--- src/rtl/imem_boot_ctrl.sv ---
// Boot loader: streams words into imem port B and holds the core in reset until loaded.
// Optional checksum beat and CHECK/ERR states are enabled with macro BOOT_CHECKSUM_EN.

module imem_boot_ctrl #(
   parameter int unsigned I_DATAWIDTH    = 32,
   parameter int unsigned I_ADDRESSWIDTH = 8
) (
   input  logic                    clk,
   input  logic                    reset,
   input  logic                    start,
   input  logic [31:0]             base_addr,
   input  logic [I_ADDRESSWIDTH:0] word_count,
   input  logic                    s_valid,
   input  logic [I_DATAWIDTH-1:0]  s_data,
   output logic                    s_ready,
   output logic [31:0]             boot_iaddr,
   output logic [I_DATAWIDTH-1:0]  boot_idata,
   output logic                    boot_iwe,
   output logic                    core_resetn,
   output logic                    busy,
   output logic                    done,
   output logic                    error
);

   localparam int unsigned DW = I_DATAWIDTH;
   localparam int unsigned CW = I_ADDRESSWIDTH + 1;

`ifdef BOOT_CHECKSUM_EN
   typedef enum logic [2:0] {IDLE, LOAD, CHECK, RUN, ERR} state_t;
`else
   typedef enum logic [1:0] {IDLE, LOAD, RUN} state_t;
`endif

   state_t          state, state_nxt;
   logic [CW-1:0]   idx, idx_nxt;
   logic [CW-1:0]   count, count_nxt;
   logic [31:0]     base, base_nxt;
   logic [31:0]     iaddr_nxt;
   logic [DW-1:0]   idata_nxt;
   logic            iwe_nxt;
   logic            rstn_nxt;
   logic            busy_nxt;
   logic            done_nxt;
   logic            beat;
   logic            last_beat;

`ifdef BOOT_CHECKSUM_EN
   logic [DW-1:0]   sum, sum_nxt;
   logic            error_nxt;

   assign s_ready = ((state == LOAD) && (idx < count)) || (state == CHECK);
`else
   assign s_ready = (state == LOAD) && (idx < count);
   assign error   = 1'b0;
`endif

   assign beat      = s_valid & s_ready;
   assign last_beat = (CW'(idx + CW'(1)) == count);

   // Next-state and next-output logic
   always_comb begin
      state_nxt = state;
      idx_nxt   = idx;
      count_nxt = count;
      base_nxt  = base;
      iaddr_nxt = boot_iaddr;
      idata_nxt = boot_idata;
      iwe_nxt   = 1'b0;
      rstn_nxt  = core_resetn;
      done_nxt  = 1'b0;
`ifdef BOOT_CHECKSUM_EN
      sum_nxt   = sum;
      error_nxt = error;
`endif
      case (state)
         IDLE, RUN
`ifdef BOOT_CHECKSUM_EN
         , ERR
`endif
         : begin
            if (start) begin
               base_nxt  = base_addr;
               count_nxt = word_count;
               idx_nxt   = '0;
               rstn_nxt  = 1'b0;
`ifdef BOOT_CHECKSUM_EN
               sum_nxt   = '0;
               error_nxt = 1'b0;
               state_nxt = (word_count == '0) ? CHECK : LOAD;
`else
               if (word_count == '0) begin
                  state_nxt = RUN;
                  rstn_nxt  = 1'b1;
                  done_nxt  = 1'b1;
               end else begin
                  state_nxt = LOAD;
               end
`endif
            end
         end
         LOAD: begin
            if (beat) begin
               iwe_nxt   = 1'b1;
               idata_nxt = s_data;
               iaddr_nxt = base + 32'(idx);
               idx_nxt   = CW'(idx + CW'(1));
`ifdef BOOT_CHECKSUM_EN
               sum_nxt   = sum + s_data;
               if (last_beat) state_nxt = CHECK;
`else
               // Core leaves reset in the same cycle the final word is written
               if (last_beat) begin
                  state_nxt = RUN;
                  rstn_nxt  = 1'b1;
                  done_nxt  = 1'b1;
               end
`endif
            end
         end
`ifdef BOOT_CHECKSUM_EN
         CHECK: begin
            if (beat) begin
               if (s_data == sum) begin
                  state_nxt = RUN;
                  rstn_nxt  = 1'b1;
                  done_nxt  = 1'b1;
               end else begin
                  state_nxt = ERR;
                  error_nxt = 1'b1;
               end
            end
         end
`endif
         default: state_nxt = IDLE;
      endcase
`ifdef BOOT_CHECKSUM_EN
      busy_nxt = (state_nxt == LOAD) || (state_nxt == CHECK);
`else
      busy_nxt = (state_nxt == LOAD);
`endif
   end

   // State and registered outputs
   always_ff @(posedge clk or posedge reset) begin
      if (reset) begin
         state       <= IDLE;
         idx         <= '0;
         count       <= '0;
         base        <= '0;
         boot_iaddr  <= '0;
         boot_idata  <= '0;
         boot_iwe    <= 1'b0;
         core_resetn <= 1'b0;
         busy        <= 1'b0;
         done        <= 1'b0;
`ifdef BOOT_CHECKSUM_EN
         sum         <= '0;
         error       <= 1'b0;
`endif
      end else begin
         state       <= state_nxt;
         idx         <= idx_nxt;
         count       <= count_nxt;
         base        <= base_nxt;
         boot_iaddr  <= iaddr_nxt;
         boot_idata  <= idata_nxt;
         boot_iwe    <= iwe_nxt;
         core_resetn <= rstn_nxt;
         busy        <= busy_nxt;
         done        <= done_nxt;
`ifdef BOOT_CHECKSUM_EN
         sum         <= sum_nxt;
         error       <= error_nxt;
`endif
      end
   end

endmodule

--- config.mk ---
export PLATFORM = sky130hd
export DESIGN_NAME = imem_boot_ctrl
export DESIGN_NICKNAME = d
export VERILOG_FILES = /design/src/rtl/imem_boot_ctrl.sv
export SDC_FILE = /design/constraint.sdc
export NUM_CORES = 1
export LEC_CHECK = 0
export CELL_PAD_IN_SITES_DETAIL_PLACEMENT = 0
export CELL_PAD_IN_SITES_GLOBAL_PLACEMENT = 1
export CORE_ASPECT_RATIO = 2
export CORE_UTILIZATION = 37
export CTS_CLUSTER_SIZE = 25
export DETAILED_ROUTE_END_ITERATION = 10
export GPL_TIMING_DRIVEN = 0
export HOLD_SLACK_MARGIN = 0.08
export PLACE_DENSITY_LB_ADDON = 0.1
export SLEW_MARGIN = 15
export SYNTH_ARGS = -nofsm -noshare
export SYNTH_HDL_FRONTEND = slang
export SYNTH_SLANG_ARGS = --single-unit
--- constraint.sdc ---
create_clock -name clk -period 5.1 [get_ports clk]
set_input_delay 0.765 -clock clk [delete_from_list [all_inputs] [get_ports clk]]
set_output_delay 0.765 -clock clk [all_outputs]
set_load 0.02 [all_outputs]
==> results.yml <==
yosys:
  yosysWarnings: 0
  syn_avg_cell_area_sq_um: 8.850
  netlist_area_sq_mm: 0.005894
  number_of_enable_flip_flop_cells_after_synthesis: 0
  synth.lib_cells_used.distinct: 50
  syn-instance-count: 666
  proportion_of_register_bits_with_asynchronous_set_or_reset_after_synthesis: 1.000
  post_synthesis_net_count: 763
  yosysSeqAreaShare: 0.5094
  synthesized_flop_and_latch_total: 120
  synth_flop_cell: "sky130_fd_sc_hd__dfrtp_1"
routing:
  drt_drc_violations_left: 0
  post_drt_wl_per_cell_um: 15.97
  drt_pre_antenna_iters: 4
  detail_route.wirelength_mm: 16.64
  dr_total_vias: 5262
  route.detailed.vias_per_inst: 5.050
  antenna_violating_nets_post_route: 0
  initialDrtViolationCount: 249
critical_path:
  timing.reg2reg.worst_path_depth: 10
  r2r_setup_slack_ps: 2180
  critical_path.max_fanout: 6
  worstSetupPathType: "reg -> out"
  worst-path-buf-inv: 1
  critical_path_required_time_ps: 4340
  setup.worst_path.end_class: "output pin"
  critical_path.cell_chain: "ha_1 > nor2b_1 > o31ai_1 > a31oi_1 > nor2b_1 > clkdlybuf4s50_1"
  crit-reg2reg-launch: "idx[6]$_DFFE_PP0P_"
  critPathMostFrequentCell: "sky130_fd_sc_hd__nor2b_1"
  worst_r2r_endpoint: "boot_idata[6]$_DFFE_PP0P_"
  max_stage_delay_ps: 620
  path_delay_family: "buffers and inverters"
  worstPathArrival_ps: 2450
  cpMaxStageDelayCell: "sky130_fd_sc_hd__clkdlybuf4s50_1"
  worstSetupStartpointType: "register"
clocking:
  postCtsSetupBuffers: 0
  numCtsBuffers: 17
  cts.path.max_buffers: 2
  cts_tree: "built"
  clock_tree.root_cell: "sky130_fd_sc_hd__clkbuf_16"
  ctsHtreeMaxLevel: 4
  clkSlewWorstSetupHoldPaths_ps: 60
  clkLatencyLatePin_ps: 410
  cts_resized: 0
  cts.sink_count: 120
  post_cts_hold_buffer_count: 0
floorplan:
  std_cell_core_area_sq_mm: 0.01545
  floorplan.initialDensity: 0.3814
  die_h_um: 180.5
  boundaryPins: 147
  floorplan.rows: 64
  die-area_sq_mm: 0.01647
  die_w_um: 91.25
final_layout:
  post_route_cells_drive_above_1_share: 0.06043
  final_util: 0.5342
  nets_final: 928
  n_antenna_cell: 0
  final_area_sq_mm: 0.008257
  areaGrowthSynthToFinish_pct: 40.08
  post_route_insts_no_fill: 1042
  final.fill_count: 1442
grt:
  via_count_of_the_first_global_routing_pass: 5459
  grt_util_all_layers: 0.2149
  grt_first_pass_wirelength_mm: 27.46
  grt_antenna_before_repair: 0
  overflow: 0
  grt_start_max_net_pins: 79
sta:
  grt_setup_unrepaired: "false"
  max_slew.worst_pin.slew_ps: 830.0
  finalSetupViolations: 0
  hold_viol_final: 0
  fmax_ghz: 0.3109
  worst_slew_margin_rel: 0.4408
  setup_slack_ps: 1883
  post-route-period-util: 0.6307
  post-route-min-period_ps: 3217
  finClkSkew_ps: 10.81
  timing.final.max_slew_violations: 0
min_path:
  worstHoldEndpoint: "boot_idata[19]$_DFFE_PP0P_"
  hp-start: "boot_idata[19]$_DFFE_PP0P_"
  min-delay-path-class: "reg -> reg"
  hold-path-cell-count: 2
place:
  pre_cts_ws_ps: 2146
  gpl.final_weighted_congestion: 0.8791
  detailed_place.area_sq_mm: 0.007626
  placed_instances: 1010
  dp.final_hpwl_mm: 12.54
  io_buffer_count: 145
power:
  vdd.ir_drop.worst_uv: 269.0
  report.power.total_uw: 4909
  power-per-cell-area_mw_per_mm2: 594.6
  cellLeakagePower_uw: 0.003798
flow_run:
  maxcap_viol_count: 0
run_status:
  status: "complete, no violations"
kinds of logic after synthesis:
kind of cell    after synthesis  share of synthesized area
buf+inv                      54                    0.03842
other cells                   1                  0.0006362
flops                       120                     0.5094
simple gates                328                     0.2373
mux                           1                   0.001698
xor+xnor                     26                    0.03863
fa+ha+maj                    20                    0.04373
compound gates              116                     0.1301
worst max path at each step:
stage                             from                    endpoint  slack (ps)  cells past startpoint
CTS                 idx[1]$_DFFE_PP0P_                     s_ready        1840                      6
floorplan                        reset         base[0]$_DFFE_PP0P_        1150                      1
global route        idx[1]$_DFFE_PP0P_                     s_ready        1730                      6
detailed placement  idx[6]$_DFFE_PP0P_   boot_idata[4]$_DFFE_PP0P_        2150                     10
global placement                 reset  boot_iaddr[31]$_DFFE_PP0P_        -640                      2
finish              idx[1]$_DFFE_PP0P_                     s_ready        1880                      6
layout by cell type (no fill, tap or decap), types with 3 or more instances in the layout:
| cell type | netlist | routed |
|---|---|---|
| sky130_fd_sc_hd__nand4_1 | 8 | 8 |
| sky130_fd_sc_hd__clkbuf_1 | 19 | 21 |
| sky130_fd_sc_hd__inv_1 | 21 | 20 |
| sky130_fd_sc_hd__nor2b_1 | 7 | 7 |
| sky130_fd_sc_hd__a21oi_1 | 6 | 6 |
| sky130_fd_sc_hd__a22o_1 | 4 | 4 |
| sky130_fd_sc_hd__bufinv_16 | 0 | 4 |
| sky130_fd_sc_hd__a211oi_1 | 3 | 3 |
| sky130_fd_sc_hd__a31oi_1 | 11 | 11 |
| sky130_fd_sc_hd__or4_1 | 5 | 5 |
| sky130_fd_sc_hd__buf_2 | 10 | 10 |
| sky130_fd_sc_hd__nor2_1 | 16 | 16 |
| sky130_fd_sc_hd__o211ai_1 | 13 | 13 |
| sky130_fd_sc_hd__and4_1 | 6 | 6 |
| sky130_fd_sc_hd__nand3_1 | 16 | 16 |
| sky130_fd_sc_hd__nor4_1 | 4 | 4 |
| sky130_fd_sc_hd__xnor2_1 | 5 | 5 |
| sky130_fd_sc_hd__nand2_1 | 245 | 245 |
| sky130_fd_sc_hd__xor2_1 | 21 | 21 |
| sky130_fd_sc_hd__clkinv_4 | 0 | 7 |
| sky130_fd_sc_hd__clkdlybuf4s50_1 | 0 | 145 |
| sky130_fd_sc_hd__clkbuf_16 | 0 | 17 |
| sky130_fd_sc_hd__nor3_1 | 3 | 3 |
| sky130_fd_sc_hd__ha_1 | 19 | 19 |
| sky130_fd_sc_hd__or3_1 | 9 | 9 |
| sky130_fd_sc_hd__o21ai_0 | 49 | 49 |
| sky130_fd_sc_hd__a21o_1 | 5 | 5 |
| sky130_fd_sc_hd__and3_1 | 6 | 6 |
| sky130_fd_sc_hd__dfrtp_1 | 120 | 120 |
state kept, by name, summed over array words and instances (netlist names):
register and count:
core_resetn 1, boot_iwe 1, busy 1, base 32, count 9, idx 9, state 2, done 1
boot_idata 32, boot_iaddr 32
stage by stage:
stage	hold WS [ps]	TNS (ps)
2_1_floorplan	449.7	0
3_3_place_gp	456.3	-75220
3_5_place_dp	462.2	0
4_1_cts	475.9	0
5_1_grt	497.0	0
6_report	471.7	0
where the power goes:
part	switching, uW	leakage (uW)	internal (uW)
clock network	457	0.000302	824
logic	1090	0.00200	865
registers	319	0.00149	1350
per-layer routing:
| metal | global-route usage | part of all wire | up-vias |
|---|---|---|---|
| li1 | - | - | 2584 |
| met1 | 0.2262 | 0.38 | 2504 |
| met2 | 0.4118 | 0.56 | 147 |
| met3 | 0.03713 | 0.035 | 27 |
| met4 | 0.08762 | 0.024 | 0 |
| met5 | 0 | 0 | - |
area by class of cell:
type	instances	area (sq um)	area share
Timing Repair Buffer	146	1479	0.1791
Buffer	31	140.1	0.01697
Tap cell	198	247.7	0.03000
Sequential cell	120	3003	0.3637
Multi-Input combinational cell	492	2665	0.3228
Inverter	23	91.34	0.01106
Clock buffer	19	432.9	0.05243
Clock inverter	13	197.7	0.02394
cell usage after synthesis (2+ instances only):
| cell type | n | share of area |
|---|---|---|
| sky130_fd_sc_hd__a211oi_1 | 3 | 0.0038 |
| sky130_fd_sc_hd__a21boi_0 | 2 | 0.0025 |
| sky130_fd_sc_hd__a21o_1 | 5 | 0.0064 |
| sky130_fd_sc_hd__a21oi_1 | 6 | 0.0051 |
| sky130_fd_sc_hd__a22o_1 | 4 | 0.0059 |
| sky130_fd_sc_hd__a311oi_1 | 2 | 0.0030 |
| sky130_fd_sc_hd__a31oi_1 | 11 | 0.012 |
| sky130_fd_sc_hd__a32o_1 | 2 | 0.0034 |
| sky130_fd_sc_hd__and3_1 | 6 | 0.0064 |
| sky130_fd_sc_hd__and4_1 | 6 | 0.0089 |
| sky130_fd_sc_hd__buf_2 | 10 | 0.0085 |
| sky130_fd_sc_hd__clkbuf_1 | 19 | 0.012 |
| sky130_fd_sc_hd__dfrtp_1 | 120 | 0.51 |
| sky130_fd_sc_hd__ha_1 | 19 | 0.040 |
| sky130_fd_sc_hd__inv_1 | 21 | 0.013 |
| sky130_fd_sc_hd__inv_2 | 2 | 0.0013 |
| sky130_fd_sc_hd__nand2_1 | 245 | 0.16 |
| sky130_fd_sc_hd__nand3_1 | 16 | 0.014 |
| sky130_fd_sc_hd__nand4_1 | 8 | 0.0085 |
| sky130_fd_sc_hd__nor2_1 | 16 | 0.010 |
| sky130_fd_sc_hd__nor2b_1 | 7 | 0.0074 |
| sky130_fd_sc_hd__nor3_1 | 3 | 0.0025 |
| sky130_fd_sc_hd__nor4_1 | 4 | 0.0042 |
| sky130_fd_sc_hd__o2111ai_1 | 2 | 0.0030 |
| sky130_fd_sc_hd__o211ai_1 | 13 | 0.017 |
| sky130_fd_sc_hd__o21a_1 | 2 | 0.0025 |
| sky130_fd_sc_hd__o21ai_0 | 49 | 0.042 |
| sky130_fd_sc_hd__o21ai_1 | 2 | 0.0017 |
| sky130_fd_sc_hd__o22ai_1 | 2 | 0.0021 |
| sky130_fd_sc_hd__o31ai_1 | 2 | 0.0025 |
| sky130_fd_sc_hd__o32ai_1 | 2 | 0.0030 |
| sky130_fd_sc_hd__or3_1 | 9 | 0.0096 |
| sky130_fd_sc_hd__or4_1 | 5 | 0.0064 |
| sky130_fd_sc_hd__xnor2_1 | 5 | 0.0074 |
| sky130_fd_sc_hd__xor2_1 | 21 | 0.031 |
worst reg2reg max path: stages (launching register included):
cell	delay, ps
sky130_fd_sc_hd__dfrtp_1	510
sky130_fd_sc_hd__ha_1	370
sky130_fd_sc_hd__o21a_1	120
sky130_fd_sc_hd__o211ai_1	80
sky130_fd_sc_hd__a31oi_1	230
sky130_fd_sc_hd__or2_1	270
sky130_fd_sc_hd__buf_6	190
sky130_fd_sc_hd__clkbuf_1	490
sky130_fd_sc_hd__clkbuf_1	420
sky130_fd_sc_hd__nand2_1	110
sky130_fd_sc_hd__nand2_1	80
Note: power is estimated with default switching activity, not from simulation.
